**src/rtl/data_mem_dumper_pkg.sv**
```systemverilog
// Shared CPU constants: opcodes, dump word width and the data-memory dumper state encodings.
package data_mem_dumper_pkg;

    localparam int unsigned DUMP_WORD_WIDTH = 32;

    // CPU major opcodes kept alongside the dumper encodings
    localparam logic [6:0] OPC_LOAD   = 7'b0000011;
    localparam logic [6:0] OPC_STORE  = 7'b0100011;
    localparam logic [6:0] OPC_OP_IMM = 7'b0010011;
    localparam logic [6:0] OPC_OP     = 7'b0110011;
    localparam logic [6:0] OPC_BRANCH = 7'b1100011;
    localparam logic [6:0] OPC_JAL    = 7'b1101111;

    typedef enum logic [2:0] {
        ST_IDLE  = 3'd0,
        ST_STALL = 3'd1,
        ST_READ  = 3'd2,
        ST_WAIT  = 3'd3,
        ST_SEND  = 3'd4,
        ST_DONE  = 3'd5
    } dump_state_e;

    // The dump owns data memory, and so holds the CPU, from STALL through SEND
    function automatic logic stalls_cpu(input dump_state_e s);
        return (s == ST_STALL) || (s == ST_READ) || (s == ST_WAIT) || (s == ST_SEND);
    endfunction

endpackage

```
**src/rtl/data_mem_dumper.sv**
```systemverilog
// Dumps an inclusive range of data-memory words onto a valid/ready stream while stalling the CPU.
module data_mem_dumper
    import data_mem_dumper_pkg::*;
#(
    parameter int unsigned DATA_MEM_SIZE = 64,
    parameter int unsigned ADDR_WIDTH    = 6
) (
    input  logic                       clock,
    input  logic                       reset,
    input  logic                       start,
    input  logic [ADDR_WIDTH-1:0]      first_addr,
    input  logic [ADDR_WIDTH-1:0]      last_addr,
    output logic                       cpu_stall,
    output logic                       mem_read_enable,
    output logic [ADDR_WIDTH-1:0]      mem_address,
    input  logic [DUMP_WORD_WIDTH-1:0] mem_read_data,
    output logic                       out_valid,
    input  logic                       out_ready,
    output logic [DUMP_WORD_WIDTH-1:0] out_data,
    output logic [ADDR_WIDTH-1:0]      out_address,
    output logic                       out_last,
    output logic                       busy,
    output logic                       done,
    output logic                       range_error
);

    if (ADDR_WIDTH != $clog2(DATA_MEM_SIZE)) begin : g_bad_addr_width
        $error("ADDR_WIDTH must equal clog2(DATA_MEM_SIZE)");
    end

    dump_state_e                state_q, state_d;
    logic [ADDR_WIDTH-1:0]      cur_addr_q, cur_addr_d;
    logic [ADDR_WIDTH-1:0]      last_addr_q, last_addr_d;
    logic                       cpu_stall_q, cpu_stall_d;
    logic                       mem_read_enable_q, mem_read_enable_d;
    logic [ADDR_WIDTH-1:0]      mem_address_q, mem_address_d;
    logic                       out_valid_q, out_valid_d;
    logic [DUMP_WORD_WIDTH-1:0] out_data_q, out_data_d;
    logic [ADDR_WIDTH-1:0]      out_address_q, out_address_d;
    logic                       out_last_q, out_last_d;
    logic                       busy_q, busy_d;
    logic                       done_q, done_d;
    logic                       range_error_q, range_error_d;

    // Next state, address counter and output word capture
    always_comb begin
        state_d       = state_q;
        cur_addr_d    = cur_addr_q;
        last_addr_d   = last_addr_q;
        out_data_d    = out_data_q;
        out_address_d = out_address_q;
        out_last_d    = out_last_q;
        range_error_d = 1'b0;

        unique case (state_q)
            ST_IDLE: begin
                if (start) begin
                    cur_addr_d  = first_addr;
                    last_addr_d = last_addr;
                    if (first_addr > last_addr) begin
                        state_d       = ST_DONE;
                        range_error_d = 1'b1;
                    end else begin
                        state_d = ST_STALL;
                    end
                end
            end
            ST_STALL: state_d = ST_READ;
            ST_READ:  state_d = ST_WAIT;
            ST_WAIT: begin
                state_d       = ST_SEND;
                out_data_d    = mem_read_data;
                out_address_d = cur_addr_q;
                out_last_d    = (cur_addr_q == last_addr_q);
            end
            ST_SEND: begin
                if (out_ready) begin
                    // Stopping on equality keeps the counter from wrapping at the top word
                    if (cur_addr_q == last_addr_q) begin
                        state_d = ST_DONE;
                    end else begin
                        cur_addr_d = cur_addr_q + ADDR_WIDTH'(1);
                        state_d    = ST_READ;
                    end
                end
            end
            ST_DONE:  state_d = ST_IDLE;
            default:  state_d = ST_IDLE;
        endcase
    end

    // Outputs are decoded from the next state so they line up with the state register
    always_comb begin
        cpu_stall_d       = stalls_cpu(state_d);
        busy_d            = (state_d != ST_IDLE);
        mem_read_enable_d = (state_d == ST_READ);
        mem_address_d     = (state_d == ST_READ) ? cur_addr_d : '0;
        out_valid_d       = (state_d == ST_SEND);
        done_d            = (state_d == ST_DONE);
    end

    always_ff @(posedge clock or posedge reset) begin
        if (reset) begin
            state_q           <= ST_IDLE;
            cur_addr_q        <= '0;
            last_addr_q       <= '0;
            cpu_stall_q       <= 1'b0;
            mem_read_enable_q <= 1'b0;
            mem_address_q     <= '0;
            out_valid_q       <= 1'b0;
            out_data_q        <= '0;
            out_address_q     <= '0;
            out_last_q        <= 1'b0;
            busy_q            <= 1'b0;
            done_q            <= 1'b0;
            range_error_q     <= 1'b0;
        end else begin
            state_q           <= state_d;
            cur_addr_q        <= cur_addr_d;
            last_addr_q       <= last_addr_d;
            cpu_stall_q       <= cpu_stall_d;
            mem_read_enable_q <= mem_read_enable_d;
            mem_address_q     <= mem_address_d;
            out_valid_q       <= out_valid_d;
            out_data_q        <= out_data_d;
            out_address_q     <= out_address_d;
            out_last_q        <= out_last_d;
            busy_q            <= busy_d;
            done_q            <= done_d;
            range_error_q     <= range_error_d;
        end
    end

    assign cpu_stall       = cpu_stall_q;
    assign mem_read_enable = mem_read_enable_q;
    assign mem_address     = mem_address_q;
    assign out_valid       = out_valid_q;
    assign out_data        = out_data_q;
    assign out_address     = out_address_q;
    assign out_last        = out_last_q;
    assign busy            = busy_q;
    assign done            = done_q;
    assign range_error     = range_error_q;

endmodule

```
**config.mk**
```make
export PLATFORM = sky130hd
export DESIGN_NAME = data_mem_dumper
export DESIGN_NICKNAME = d
export VERILOG_FILES = /design/src/rtl/data_mem_dumper_pkg.sv /design/src/rtl/data_mem_dumper.sv
export SDC_FILE = /design/constraint.sdc
export NUM_CORES = 1
export LEC_CHECK = 0
export CAP_MARGIN = 20
export CELL_PAD_IN_SITES_DETAIL_PLACEMENT = 0
export CELL_PAD_IN_SITES_GLOBAL_PLACEMENT = 1
export CORE_MARGIN = 2
export CORE_UTILIZATION = 32
export DETAILED_ROUTE_END_ITERATION = 12
export PLACE_DENSITY_LB_ADDON = 0.3
export SLEW_MARGIN = 20
export SYNTH_ARGS = -nofsm -noshare
export SYNTH_HDL_FRONTEND = slang
export SYNTH_SLANG_ARGS = --single-unit
```
**constraint.sdc**
```tcl
create_clock -name clock -period 2.2 [get_ports clock]
set_input_delay 0.44 -clock clock [delete_from_list [all_inputs] [get_ports clock]]
set_output_delay 0.44 -clock clock [all_outputs]
set_load 0.01 [all_outputs]
```
== After elaboration in Yosys (flattened, before gate mapping) ==
Index checks and enable logic that the tools add are counted.

* Add/sub/neg operators: 1
* Order comparisons: 1
* Mux-type cells: 13
* Reductions and logical operators: 6
* Equal/unequal tests: 10

{| class="wikitable"
|+ Operator list
! operator !! count
|-
| $mux W6 || 4
|-
| $pmux W3 S5 || 1
|-
| $eq A3 B2 Y1 const B || 4
|-
| $mux W3 || 4
|-
| $pmux W6 S2 || 1
|-
| $eq A3 B3 Y1 const B || 3
|-
| $add A6 B1 Y6 const B || 1
|-
| $eq A3 B1 Y1 const B || 2
|-
| $eq A6 B6 Y1 || 1
|-
| $gt A6 B6 Y1 || 1
|-
| $logic_not A3 Y1 || 1
|-
| $logic_or A1 B1 Y1 || 3
|-
| $mux W1 || 3
|-
| $reduce_bool A3 Y1 || 1
|-
| $reduce_and A2 Y1 || 1
|}

* Bits in registers: 66
* Input bits: 48
* Logic and storage cells: 44

== Logic depth before layout (Yosys ltp) ==
Gate-level depths: netlist (run 1).

* Depth in word-level cells: 8
* Gate-level depth with buffers: 7
* Depth with buffers taken out: 7

== Least setup slack after synthesis (run 1) ==
No wires, ideal clock.

* Path kind: input to register
* Start point: input last_addr[4]
* End point: register busy_q (netlist: busy)
* Buffers on the path: 0
* Slack: 500 ps
* Data required time: 2063 ps
* Arrival time: 1563 ps
* Stages on the path: 7
* Path through: inv_1 > ha_1 > a21oi_1 > a21boi_0 > o31a_1 > a31oi_1 > nand3_1

* Word-level cells in the longest chain between the ends: 5

{| class="wikitable"
|+ Ends and longest elaborated chain
! element !! RTL line !! RTL
|-
| start: declaration || data_mem_dumper.sv:12 || <nowiki>input logic [ADDR_WIDTH-1:0] last_addr,</nowiki>
|-
| $gt A6 B6 Y1 || data_mem_dumper.sv:60 || <nowiki>if (first_addr > last_addr) begin</nowiki>
|-
| $mux W3 || data_mem_dumper.sv:60 ||
|-
| $mux W3 || data_mem_dumper.sv:57 || <nowiki>if (start) begin</nowiki>
|-
| $pmux W3 S5 || data_mem_dumper.sv:55 || <nowiki>unique case (state_q)</nowiki>
|-
| $reduce_bool A3 Y1 || data_mem_dumper.sv:95 || <nowiki>busy_d = (state_d != ST_IDLE);</nowiki>
|-
| net busy_d || data_mem_dumper.sv:41 || <nowiki>logic busy_q, busy_d;</nowiki>
|-
| end signal: assignment || data_mem_dumper.sv:128 || <nowiki>busy_q <= busy_d;</nowiki>
|-
| end: declaration || data_mem_dumper.sv:41 ||
|}

The timed path passes the listed nets, and every way through them passes these cells.
A chain may end at the register's enable or synchronous reset.

== Worst setup path in the final report (run 1) ==
Same ends and word-level chain as after synthesis.

==> results.py, run 1 <==
metrics = {
    "finish": {
        "insertedDiodeCount": 0,
        "design.final.nets": 419,
        "area_delta_synth_final_pct": 50.5,
        "design_area_um2": 4570,
        "layout-drive-gt1-share": 0.257,
    },
    "setup_path": {
        "setup.reg_to_reg.worst_slack_ns": 0.33,
        "worst_r2r_endpoint": "mem_address[5]",
        "worst_r2r_path_depth": 5,
        "timing.critical_path.from_type": "primary input",
        "timing.critical_path.cells": "clkdlybuf4s50_1 > inv_1 > ha_1 > a21oi_1 > a21boi_0 > o31a_1 > a31oi_1 > buf_4 > nand3_1",
        "worst_setup_path_end_kind": "flop",
        "cpMaxStageDelayCell": "sky130_fd_sc_hd__clkdlybuf4s50_1",
        "crit_path_max_incr_delay_ns": 0.48,
        "r2r-start": "state_q[2]",
        "crit_fanout": 4,
        "cp-startpoint": "last_addr[4]",
        "worstPathArrival_ns": 2.21,
        "critPathRequiredTime_ns": 2.42,
        "worst-setup-path-type": "primary input to flop",
    },
    "die": {
        "fp.coreArea_um2": 9240,
        "total_i_o_pin_count": 99,
        "initial_core_util": 0.329,
        "floorplan.die.height_um": 101,
        "die_w_um": 101,
        "design.die.area_um2": 10300,
        "num_rows": 35,
    },
    "synthesis": {
        "synthTopCellsByArea": "sky130_fd_sc_hd__dfrtp_1 54%, sky130_fd_sc_hd__mux2_2 16%, sky130_fd_sc_hd__ha_1 2.9%",
        "ys_seq_area_frac": 0.544,
        "synth_top_cell_area_share": 0.544,
        "postSynthCellCount": 244,
        "synth_edf_count": 0,
        "yosysWarnings": 0,
        "synth.avg_cell_area_um2": 12.4,
        "synth_top_flop_cell": "sky130_fd_sc_hd__dfrtp_1",
        "netlist_area_um2": 3040,
        "yosysUniqueCellTypes": 44,
        "flop_and_latch_count_out_of_synthesis": 66,
        "synth_top_cell_by_area": "sky130_fd_sc_hd__dfrtp_1",
        "netlist_top_cells_count": "66 x sky130_fd_sc_hd__dfrtp_1, 44 x sky130_fd_sc_hd__mux2_2, 13 x sky130_fd_sc_hd__inv_1, 11 x sky130_fd_sc_hd__nand2_1",
        "synthArstFlopShare": 1.00,
        "synth.most_common_cell": "sky130_fd_sc_hd__dfrtp_1",
        "syn_nets": 299,
    },
    "sta": {
        "timing.slew.headroom": 0.661,
        "min_period_over_period": 0.902,
        "worst_slew_pin_slew_ns": 0.509,
        "fin_setup_tns_ns": 0,
        "slew_violations": 0,
        "final_period_minus_worst_setup_slack_ns": 1.98,
        "setup_ws_ns": 0.215,
        "setup_viol_count_final": 0,
        "final.setup_skew_ns": 0.00776,
        "final_hold_vios": 0,
        "unrepaired_setup_endpoints_after_global_routing": "no",
        "fmaxAchievable_mhz": 504,
    },
    "global_route": {
        "first_global_vias": 2242,
        "grt_pass1_wl_mm": 11.3,
        "gr-usage-met2": 0.230,
        "grt_max_degree": 67,
        "groute.layer.met1.usage": 0.190,
        "grt_use_met3": 0.0435,
        "globalRoute.busiestLayer": "met2",
        "global_route.overflow_total": 0,
        "grt_util_all_layers": 0.145,
        "antenna_found_initial": 0,
    },
    "hold_path": {
        "hold_path_class": "flop to flop",
        "holdPathStages": 2,
        "hold_path_end": "out_address[4]",
        "hold_path.startpoint": "out_address[4]",
    },
    "clock_network": {
        "clock_latency_ns": 0.34,
        "cts_hold_buf": 0,
        "number_of_sinks_driven_by_the_clock_tree": 66,
        "cts.root.buffer_cell": "sky130_fd_sc_hd__clkbuf_8",
        "clk_pin_slew_ns": 0.07,
        "cts-buffers-inserted": 9,
        "cts_tree": "done",
        "cts_htree_levels": 3,
        "post-cts-setup-buffers": 0,
        "cts-root-to-sink-buffers": 2,
        "quantity_of_gates_resized_following_cts": 0,
    },
    "outcome": {
        "status": "finished, final reports clean",
    },
    "place": {
        "gpl.final_weighted_congestion": 0.865,
        "port_buffers": 98,
        "dpl_cell_area_um2": 4300,
        "place.detailed.hpwl_mm": 5.25,
        "placement.setup.worst_slack_ns": -0.144,
    },
    "drt": {
        "drt_iter0_markers": 76,
        "route.vias.total": 2286,
        "drt-wirelength-per-cell_um": 14.4,
        "drt-vias-per-instance": 4.59,
        "detail-route-antenna-nets": 0,
        "first_pass_iters": 4,
        "detail_route.wirelength_mm": 7.18,
        "drc": 0,
    },
    "pwr": {
        "powerDensity_nw_per_um2": 1440,
        "vdd_ir_drop_max_mv": 0.475,
        "power_leakage_nw": 1.96,
    },
    "flow_run": {
        "max_cap_viol_count": 0,
    },
}
-- cells by family (layout without fill, tap and decap cells) --
| family | after synthesis | count (layout) | share of synthesized area |
|---|---|---|---|
| flops | 66 | 66 | 0.544 |
| compound gates | 44 | 44 | 0.105 |
| mux | 44 | 44 | 0.163 |
| fa+ha+maj | 7 | 7 | 0.0289 |
| buf+inv | 25 | 150 | 0.0412 |
| xor+xnor | 7 | 7 | 0.0251 |
| simple gates | 51 | 51 | 0.0927 |
-- state kept, by name, summed over array words and instances (netlist names) --
signal	cells
last_addr_q	6
mem_address	6
out_last	1
state_q	3
out_valid	1
cur_addr_q	6
out_address	6
out_data	32
cpu_stall	1
mem_read_enable	1
range_error	1
busy	1
done	1
-- report_power, final --
| part | internal, W | switching [W] |
|---|---|---|
| combinational | 0.00179 | 0.00125 |
| clock | 0.000874 | 0.000489 |
| sequential | 0.00181 | 0.000364 |
-- area by class of cell --
cell class              instances  area (µm²)
fillers                       855        4670
flip-flops and latches         66        1650
multi-input cells             153        1260
repair buffers                121        1180
well taps                     129         161
clock inverters                 6         138
clock buffers                  10         128
inverters                      13        48.8
-- worst max-delay path by stage --
| stage | cells after the start | slack, ns | endpoint |
|---|---|---|---|
| after detailed placement | 9 | -0.14 | busy |
| after floorplan | 1 | 0.11 | busy |
| after CTS | 9 | 0.21 | busy |
| final | 9 | 0.22 | busy |
| after global routing | 9 | 0.09 | busy |
| after global placement | 9 | -0.09 | busy |
-- metal layers --
layer  routed length (µm)  vias up
met5                    0        -
met4                   82        0
met2                 3460       54
met3                  362        8
met1                 3270     1114
li1                     -     1110
-- per-stage QoR --
step / instances / hold WS [ns] / utilization / total power, W
2_1_floorplan: 244 / 0.502 / - / 0.00382
3_3_place_gp: 482 / 0.461 / 0.466 / 0.00523
3_5_place_dp: 482 / 0.475 / 0.466 / 0.00528
4_1_cts: 498 / 0.492 / 0.494 / 0.00667
5_1_grt: 498 / 0.518 / 0.494 / 0.00701
6_report: 498 / 0.481 / 0.494 / 0.00657
-- placed cells by master (no fill, tap or decap), types with 2 or more instances in the layout --
cell type and n:
sky130_fd_sc_hd__dfrtp_1 66, sky130_fd_sc_hd__xnor2_2 2, sky130_fd_sc_hd__o21a_1 2, sky130_fd_sc_hd__xnor2_1 5, sky130_fd_sc_hd__nand3_1 8, sky130_fd_sc_hd__ha_1 7, sky130_fd_sc_hd__nor2_1 10, sky130_fd_sc_hd__clkbuf_8 9
sky130_fd_sc_hd__a21oi_1 9, sky130_fd_sc_hd__inv_1 12, sky130_fd_sc_hd__buf_12 2, sky130_fd_sc_hd__nand2b_1 3, sky130_fd_sc_hd__nor3_1 3, sky130_fd_sc_hd__buf_4 21, sky130_fd_sc_hd__o2111ai_1 2, sky130_fd_sc_hd__nand4_1 4
sky130_fd_sc_hd__and2_1 2, sky130_fd_sc_hd__bufinv_16 4, sky130_fd_sc_hd__a21o_1 2, sky130_fd_sc_hd__mux2_2 44, sky130_fd_sc_hd__nor2b_1 4, sky130_fd_sc_hd__a31oi_1 5, sky130_fd_sc_hd__o21ai_0 10, sky130_fd_sc_hd__clkdlybuf4s50_1 98
sky130_fd_sc_hd__nand2_1 10
-- critical path, delay by kind of cell --
family	cells	cell delay, ns
compound gates	4	0.72
buf+inv	3	0.68
fa+ha+maj	1	0.30
simple gates	1	0.08
Power figures use the tool's default switching activity.
==> inputs of run 2 (changes only) <==
--- a/config.mk
+++ b/config.mk
@@ -5,14 +5,13 @@
 export SDC_FILE = /design/constraint.sdc
 export NUM_CORES = 1
 export LEC_CHECK = 0
-export CAP_MARGIN = 20
+export CAP_MARGIN = 30
 export CELL_PAD_IN_SITES_DETAIL_PLACEMENT = 0
 export CELL_PAD_IN_SITES_GLOBAL_PLACEMENT = 1
 export CORE_MARGIN = 2
-export CORE_UTILIZATION = 32
+export CORE_UTILIZATION = 38
 export DETAILED_ROUTE_END_ITERATION = 12
 export PLACE_DENSITY_LB_ADDON = 0.3
-export SLEW_MARGIN = 20
 export SYNTH_ARGS = -nofsm -noshare
 export SYNTH_HDL_FRONTEND = slang
 export SYNTH_SLANG_ARGS = --single-unit
==> constraint.sdc (replaced) <==
create_clock -name clock -period 2.4 [get_ports clock]
set_input_delay 0.48 -clock clock [delete_from_list [all_inputs] [get_ports clock]]
set_output_delay 0.48 -clock clock [all_outputs]
set_load 0.01 [all_outputs]
==> results.py, run 2 (same netlist as run 1, synthesis figures left out) <==
metrics = {
    "global_route": {
        "first_global_vias": 2179,
        "global_route.overflow_total": 0,
        "antenna_found_initial": 0,
        "grt_max_degree": 37,
        "grt_pass1_wl_mm": 11.0,
        "grt_util_all_layers": 0.164,
    },
    "sta": {
        "setup_ws_ns": 0.377,
        "unrepaired_setup_endpoints_after_global_routing": "no",
        "worst_slew_pin_slew_ns": 0.600,
        "final.setup_skew_ns": 0.00853,
        "final_hold_vios": 0,
        "fin_setup_tns_ns": 0,
        "timing.slew.headroom": 0.596,
        "setup_viol_count_final": 0,
        "final_period_minus_worst_setup_slack_ns": 2.02,
        "min_period_over_period": 0.843,
        "slew_violations": 0,
        "fmaxAchievable_mhz": 494,
        "finalHoldWorstSlack_ns": 0.485,
    },
    "place": {
        "gpl.final_weighted_congestion": 0.762,
        "place.detailed.hpwl_mm": 4.93,
        "port_buffers": 98,
        "placement.setup.worst_slack_ns": 0.0245,
    },
    "clock_network": {
        "cts-root-to-sink-buffers": 2,
        "post-cts-setup-buffers": 0,
        "clock_latency_ns": 0.34,
        "clk_pin_slew_ns": 0.06,
        "cts_hold_buf": 0,
        "quantity_of_gates_resized_following_cts": 0,
        "cts_tree": "done",
        "cts-buffers-inserted": 9,
        "number_of_sinks_driven_by_the_clock_tree": 66,
        "cts_htree_levels": 3,
        "cts.root.buffer_cell": "sky130_fd_sc_hd__clkbuf_8",
    },
    "die": {
        "num_rows": 32,
        "fp.coreArea_um2": 7730,
        "design.die.area_um2": 8720,
        "floorplan.die.height_um": 93.4,
        "total_i_o_pin_count": 99,
        "initial_core_util": 0.393,
        "die_w_um": 93.4,
    },
    "outcome": {
        "status": "finished, final reports clean",
    },
    "setup_path": {
        "worst_r2r_path_depth": 4,
        "cpMaxStageDelayCell": "sky130_fd_sc_hd__clkdlybuf4s50_1",
        "worstPathArrival_ns": 2.22,
        "cp-startpoint": "last_addr[4]",
        "worst-setup-path-type": "primary input to flop",
        "crit_path_max_incr_delay_ns": 0.47,
        "timing.critical_path.from_type": "primary input",
        "r2r-start": "state_q[2]",
        "endpoint": "busy",
        "worst_r2r_endpoint": "mem_address[3]",
        "critPathRequiredTime_ns": 2.60,
        "crit_fanout": 4,
        "worst_setup_path_end_kind": "flop",
        "setup.reg_to_reg.worst_slack_ns": 0.57,
        "timing.critical_path.cells": "clkdlybuf4s50_1 > inv_1 > ha_1 > a21oi_1 > a21boi_0 > o31a_1 > a31oi_1 > nand3_1",
    },
    "flow_run": {
        "max_cap_viol_count": 0,
    },
    "drt": {
        "drc": 0,
        "drt-vias-per-instance": 4.87,
        "route.vias.total": 2221,
        "detail_route.wirelength_mm": 6.58,
        "drt-wirelength-per-cell_um": 14.4,
        "drt_iter0_markers": 49,
        "detail-route-antenna-nets": 0,
        "first_pass_iters": 4,
    },
    "pwr": {
        "powerDensity_nw_per_um2": 1280,
        "power_leakage_nw": 1.85,
        "vdd_ir_drop_max_mv": 0.409,
    },
    "finish": {
        "most-common-layout-cells": "98 x sky130_fd_sc_hd__clkdlybuf4s50_1, 66 x sky130_fd_sc_hd__dfrtp_1, 44 x sky130_fd_sc_hd__mux2_2",
        "largest_register_ff_count": 32,
        "layout-drive-gt1-share": 0.223,
        "design.final.nets": 405,
        "layout.filler_cells": 678,
        "insertedDiodeCount": 0,
        "area_delta_synth_final_pct": 42.8,
        "final_common_cell": "sky130_fd_sc_hd__clkdlybuf4s50_1",
    },
    "hold_path": {
        "hold_path_class": "flop to flop",
    },
}
-- run 2: cell count changes in the layout (fill, tap and decap cells not counted), sizes merged --
cell	change
clkbuf	+2
clkinv	+1
buf	-14
inv	-1
bufinv	-3
-- run 2: final cells by class --
cell class	instances	area (µm²)	share of cell area
clock buffers	12	145	0.0335
well taps	102	128	0.0294
inverters	13	48.8	0.0113
repair buffers	107	1060	0.245
multi-input cells	153	1260	0.291
flip-flops and latches	66	1650	0.381
clock inverters	3	40.0	0.00924
-- run 2: worst max-delay path, delay by kind of cell --
| family | cells | cell delay, ns |
|---|---|---|
| and+or+nand+nor | 1 | 0.12 |
| adders and majority gates | 1 | 0.29 |
| AOI/OAI and AO/OA | 4 | 0.82 |
| buffers and inverters | 2 | 0.52 |
-- run 2: power by group --
part	switching, W	total, W	leakage [nW]	internal [W]
Sequential	0.000381	0.00204	0.794	0.00166
Combinational	0.00106	0.00260	0.962	0.00154
Clock	0.000390	0.000890	0.0962	0.000500
-- run 2: worst min path at each step --
stage	startpoint	to	slack, ns	depth (start not counted)
2_1_floorplan	last_addr_q[1]	last_addr_q[1]	0.50	1
3_3_place_gp	out_last	out_last	0.47	2
3_5_place_dp	out_address[4]	out_address[4]	0.48	2
4_1_cts	out_address[4]	out_address[4]	0.49	2
5_1_grt	out_data[28]	out_data[28]	0.52	1
6_report	out_address[4]	out_address[4]	0.48	2
-- run 2: stage by stage --
step                area, µm²  std cells   util  power [W]
global route             4340        456  0.561    0.00593
detailed placement       4150        441  0.537    0.00470
finish                   4340        456  0.561    0.00553
floorplan                3040        244      -    0.00351
CTS                      4340        456  0.561    0.00561
global placement         4150        441  0.537    0.00465
-- run 2: routing by layer --
metal / up-vias / part of all wire / GRT usage
met3: 7 / 0.068 / 0.0475
met1: 1064 / 0.45 / 0.214
met4: 0 / 0.014 / 0.0735
li1: 1085 / - / -
met2: 65 / 0.46 / 0.252
met5: - / 0 / 0
